$ cat config.mk
export PLATFORM = sky130hd
export DESIGN_NAME = scalar_arbiter
export DESIGN_NICKNAME = d
export VERILOG_FILES = /design/src/rtl/scalar_arbiter.sv
export SDC_FILE = /design/constraint.sdc
export NUM_CORES = 1
export LEC_CHECK = 0
export CAP_MARGIN = 25
export CELL_PAD_IN_SITES_DETAIL_PLACEMENT = 0
export CELL_PAD_IN_SITES_GLOBAL_PLACEMENT = 2
export CORE_MARGIN = 2
export CORE_UTILIZATION = 27
export DETAILED_ROUTE_END_ITERATION = 10
export PLACE_DENSITY_LB_ADDON = 0.1
export SYNTH_ARGS = -nofsm -noshare
export SYNTH_HDL_FRONTEND = slang
export SYNTH_SLANG_ARGS = --single-unit
export TNS_END_PERCENT = 5
$ cat constraint.sdc
create_clock -name clk -period 2.6 [get_ports clk]
set_input_delay 0.65 -clock clk [delete_from_list [all_inputs] [get_ports clk]]
set_output_delay 0.65 -clock clk [all_outputs]
set_load 0.02 [all_outputs]
$ cat src/rtl/scalar_arbiter.sv
// scalar_arbiter: round-robin arbiter granting NREQ requesters exclusive use of
// one shared scalar arithmetic unit. Issues one operation at a time, forwards
// the result handshake to the owner and aborts with a sticky error flag if the
// unit does not deliver a result within TIMEOUT cycles.
module scalar_arbiter #(
   parameter int NREQ    = 4,
   parameter int IDW     = $clog2(NREQ),
   parameter int TIMEOUT = 64
) (
   input  logic              clk,
   input  logic              reset,
   input  logic [NREQ-1:0]   req_valid,
   input  logic [2*NREQ-1:0] req_mode,
   output logic [NREQ-1:0]   req_ready,
   output logic [NREQ-1:0]   resp_valid,
   input  logic [NREQ-1:0]   resp_ready,
   output logic [IDW-1:0]    grant_id,
   output logic              busy,
   output logic [1:0]        unit_mode,
   output logic              unit_input_ready,
   output logic              unit_output_taken,
   input  logic [1:0]        unit_state,
   output logic              err,
   output logic [IDW-1:0]    err_id,
   input  logic              err_clr
);

   localparam int          TCW    = $clog2(TIMEOUT) + 1;
   localparam int unsigned NREQ_U = NREQ;

   localparam logic [1:0] UNIT_IDLE = 2'b00;
   localparam logic [1:0] UNIT_HELD = 2'b10;

   typedef enum logic {
      ST_IDLE = 1'b0,
      ST_WAIT = 1'b1
   } state_t;

   state_t           r_state;
   logic [IDW-1:0]   r_rr_ptr;
   logic [IDW-1:0]   r_grant_id;
   logic [1:0]       r_mode_q;
   logic [TCW-1:0]   r_tcnt;
   logic             r_err;
   logic [IDW-1:0]   r_err_id;

   logic             w_any;
   logic [IDW-1:0]   w_winner;
   logic             w_issue;
   logic             w_owner_valid;
   logic             w_taken;
   logic             w_timeout;
   logic [IDW-1:0]   w_next_ptr;

   // Round-robin search: first requester at or after r_rr_ptr, wrapping modulo NREQ.
   always_comb begin
      w_any    = 1'b0;
      w_winner = '0;
      for (int unsigned k = 0; k < NREQ_U; k++) begin
         if (!w_any && req_valid[(32'(r_rr_ptr) + k) % NREQ_U]) begin
            w_any    = 1'b1;
            w_winner = IDW'((32'(r_rr_ptr) + k) % NREQ_U);
         end
      end
   end

   // Issue is gated by reset so no acceptance pulse can escape while reset is held.
   assign w_issue       = reset && (r_state == ST_IDLE) && w_any && (unit_state == UNIT_IDLE);
   assign w_owner_valid = (r_state == ST_WAIT) && (unit_state == UNIT_HELD);
   assign w_taken       = w_owner_valid && resp_ready[r_grant_id];
   assign w_timeout     = (r_state == ST_WAIT) && !w_taken && (r_tcnt == TCW'(TIMEOUT - 1));
   assign w_next_ptr    = (r_grant_id == IDW'(NREQ - 1)) ? '0 : r_grant_id + 1'b1;

   // One-hot handshake strobes towards the winner (issue) and the owner (result).
   always_comb begin
      req_ready  = '0;
      resp_valid = '0;
      if (w_issue) begin
         req_ready[w_winner] = 1'b1;
      end
      if (w_owner_valid) begin
         resp_valid[r_grant_id] = 1'b1;
      end
   end

   assign unit_input_ready  = w_issue;
   assign unit_output_taken = w_taken;
   assign busy              = (r_state == ST_WAIT);
   assign grant_id          = r_grant_id;
   assign unit_mode         = r_mode_q;
   assign err               = r_err;
   assign err_id            = r_err_id;

   // Arbitration FSM, timeout counter and sticky error flag.
   always_ff @(posedge clk or negedge reset) begin
      if (!reset) begin
         r_state    <= ST_IDLE;
         r_rr_ptr   <= '0;
         r_grant_id <= '0;
         r_mode_q   <= 2'b00;
         r_tcnt     <= '0;
         r_err      <= 1'b0;
         r_err_id   <= '0;
      end else begin
         case (r_state)
            ST_IDLE: begin
               if (w_issue) begin
                  r_grant_id <= w_winner;
                  r_mode_q   <= req_mode[2*w_winner +: 2];
                  r_tcnt     <= '0;
                  r_state    <= ST_WAIT;
               end
            end
            ST_WAIT: begin
               if (w_taken || w_timeout) begin
                  r_state  <= ST_IDLE;
                  r_rr_ptr <= w_next_ptr;
               end else begin
                  r_tcnt <= r_tcnt + 1'b1;
               end
            end
            default: r_state <= ST_IDLE;
         endcase
         // A timeout in the same cycle as err_clr keeps the flag set.
         if (w_timeout) begin
            r_err    <= 1'b1;
            r_err_id <= r_grant_id;
         end else if (err_clr) begin
            r_err <= 1'b0;
         end
      end
   end

endmodule
==> impl_results.md <==
- Vias per inst: 4.74
- ANT cells: 0
- Gpl congestion: 0.710
- Min-delay worst type: primary input to async pin
- Syn avg cell area: 9.62 sq um
- Slew Limit Fails: 0
- CP Capture Type: primary output
- Post-synthesis compound-gate area fraction: 0.177
- Post-CTS Hold Buffers: 0
- Postcts setup bufs: 0
- Layout cells sized above 1: 0.225
- Die area: 4280 sq um
- Via count: 985
- Overall global routing resource usage: 0.132
- Syn nets: 132
- Simple-Gate Fraction of Synth Area: 0.196
- Yosys Warn Count: 0
- Vias in the first global route: 949
- Synth Register Bits: 17
- Worst Max-Slew Pin Slew: 0.533 ns
- Synth Area in XOR/XNOR: 0
- Reg2reg end: unit_mode[0]$_DFFE_PN0P_
- Initial Utilization: 0.281
- Main synth FF type: dfrtp_1
- Wire per inst: 12.8 um
- Inserted Clock Buffers: 3
- I/O pin count: 39
- Final ANT Viol Nets: 0
- CTS max path bufs: 2
- Num Clock Sinks: 17
- Die Span X: 65.5 um
- Overflow left after global routing: 0
- Count of TritonRoute iterations in the first routing pass: 2
- Slew margin rel.: 0.642
- Number of H-tree levels: 1
- Seq/Total Area, Yosys: 0.417
- Largest net degree at the start of global routing: 18
- Post-synth EDFFs: 0
- Yosys cell types: 37
- Main combinational cell family by area after synthesis: simple AND/OR/NAND/NOR gates
- Pwr Density: 810 nW/um^2
- Max-cap violations: 0
- Status: completed
- CTS tree: yes
- CP arrival: 1.84 ns
- Setup WS post-layout: 0.110 ns
- Detailed Route Iter0 Violations: 27
- Post-synthesis adder-cell area fraction: 0.0613
- F_max: 402 MHz
- Fin crit period: 2.49 ns
- Lkg Pwr: 0.000797 uW
- Startpoint types: primary input
- Cells after synthesis: 106
- Routed wire length: 2650 um
- Clk root buf: clkbuf_8
- Worst r2r path cells: 6
- Ys async rst share: 1.00
- DP Worst Slack: -0.600 ns
- Worst-Skew Late Latency: 0.25 ns
- Final core occ: 0.449
- Reg2reg setup slack: 0.64 ns
- DP HPWL: 2160 um
- Worst Path Required: 1.95 ns
- Residual DRC: 0
- Worst Setup Path Type: primary input to primary output
- Die height: 65.5 um
- Worst-path maximum fanout: 5
- Synthesized cell area: 1020 sq um
- Initial antenna violation count: 0
- First-pass GRT wire length: 4270 um
- IO buf count: 38
- Post-synthesis mux area share: 0.102
- Critical R2R Launch: r_rr_ptr[1]$_DFFE_PN0P_
- Final Hold Fails: 0
- Clock-pin slew on the worst setup and hold paths: 0.07 ns
- Fin nets: 187
- Area growth from synthesis to layout: 60.1%
- Layout Skew: 0.00356 ns
- Finish-stage setup viols: 0
- Peak supply drop: 515 uV
- Final period util: 0.958
- RSZ-0062 raised after global routing: false
- Core area: 3630 sq um
- # rows: 22
critical path, stage by stage:
cell	delay (ns)
clkdlybuf4s15_1	0.29
a21oi_1	0.10
o21a_1	0.19
o22a_1	0.24
nor3_1	0.18
buf_2	0.19
cell families after synthesis:
kind of cell,after synthesis
adders and majority gates,5
AOI/OAI and AO/OA,27
and+or+nand+nor,38
muxes,9
DFF,17
buffers and inverters,10
where the power goes:
part	internal, uW	switching [uW]	total (uW)
Clock	106	91.3	198
Combinational	331	338	669
Sequential	361	94.8	456
Total	798	524	1320
per-stage QoR:
| stage | hold WS, ns | power [uW] | instance area [sq um] | std cells | TNS [ns] |
|---|---|---|---|---|---|
| final | 0.409 | 1320 | 1630 | 208 | 0 |
| after global routing | 0.434 | 1430 | 1630 | 208 | 0 |
| after CTS | 0.494 | 1330 | 1610 | 208 | -0.325 |
| after detailed placement | 0.479 | 1120 | 1560 | 204 | -3.76 |
| after global placement | 0.469 | 1120 | 1560 | 204 | -3.86 |
| after floorplan | 0.354 | 816 | 1020 | 106 | 0 |
registers in the layout, indices dropped and copies added (netlist names):
name and flops:
busy 1, err 1, err_id 2, unit_mode 2
grant_id 2, r_tcnt 7, r_rr_ptr 2
synth_stat cells, types with 2 or more instances:
cell type  instances  area (sq um)
a2111oi_0          2          17.5
a211oi_1           2          15.0
a21oi_1            4          20.0
and2_1             4          25.0
buf_2              2          10.0
dfrtp_1           17           425
ha_1               5          62.6
inv_1              6          22.5
mux2i_1            7          70.1
nand2_1           14          52.6
nor2_1             6          22.5
nor3_1             2          10.0
nor3b_1            2          15.0
o21ai_0            4          20.0
o21ai_1            4          20.0
o22ai_1            2          12.5
o31ai_1            3          22.5
final cells by class:
cell class / count / area (sq um)
fillers: 384 / 2000
multi-input cells: 79 / 596
repair buffers: 53 / 479
flip-flops and latches: 17 / 425
well taps: 48 / 60.1
clock buffers: 3 / 41.3
inverters: 7 / 26.3
clock inverters: 1 / 5.00
metal layers:
metal,part of all wire,vias up,routed length (um),track usage
met5,0,-,0,0
met4,0.0087,0,23,0.0469
met3,0.052,4,138,0.0531
met2,0.50,19,1320,0.218
met1,0.44,471,1170,0.155
li1,-,491,-,-
timing repair:
item | CTS | global route
gates resized for setup | 37 | 11
endpoints found under the setup margin | 10 | 6
pin swaps | 1 | 2
cell usage in the layout, fill, tap and decap left out, types with 2 or more instances in the layout:
cell             netlist  layout
clkdlybuf4s50_1        0      21
nand2_1               14      13
o31ai_1                3       3
and2_1                 4       4
buf_2                  2       2
a21oi_1                4       3
buf_4                  0      19
dfrtp_1               17      17
mux2i_1                7       7
a211oi_1               2       2
o21ai_1                4       4
clkbuf_8               0       3
dlymetal6s2s_1         0       5
a21oi_2                1       2
dlygate4sd2_1          0       5
nor3b_1                2       2
nor2_1                 6       5
o21ai_0                4       4
nor3_1                 2       2
inv_1                  6       6
a2111oi_0              2       2
ha_1                   5       5
how the worst max path moves through the flow:
stage	start	endpoint	slack, ns	depth (start not counted)
floorplan	unit_state[0]	req_ready[1]	0.07	6
global placement	reset	req_ready[3]	-0.62	8
detailed placement	reset	req_ready[1]	-0.60	8
CTS	unit_state[1]	req_ready[1]	-0.10	8
global route	req_valid[0]	req_ready[3]	0.007	7
finish	req_valid[0]	req_ready[0]	0.11	6
No activity file was read; power rests on OpenSTA's default activity.
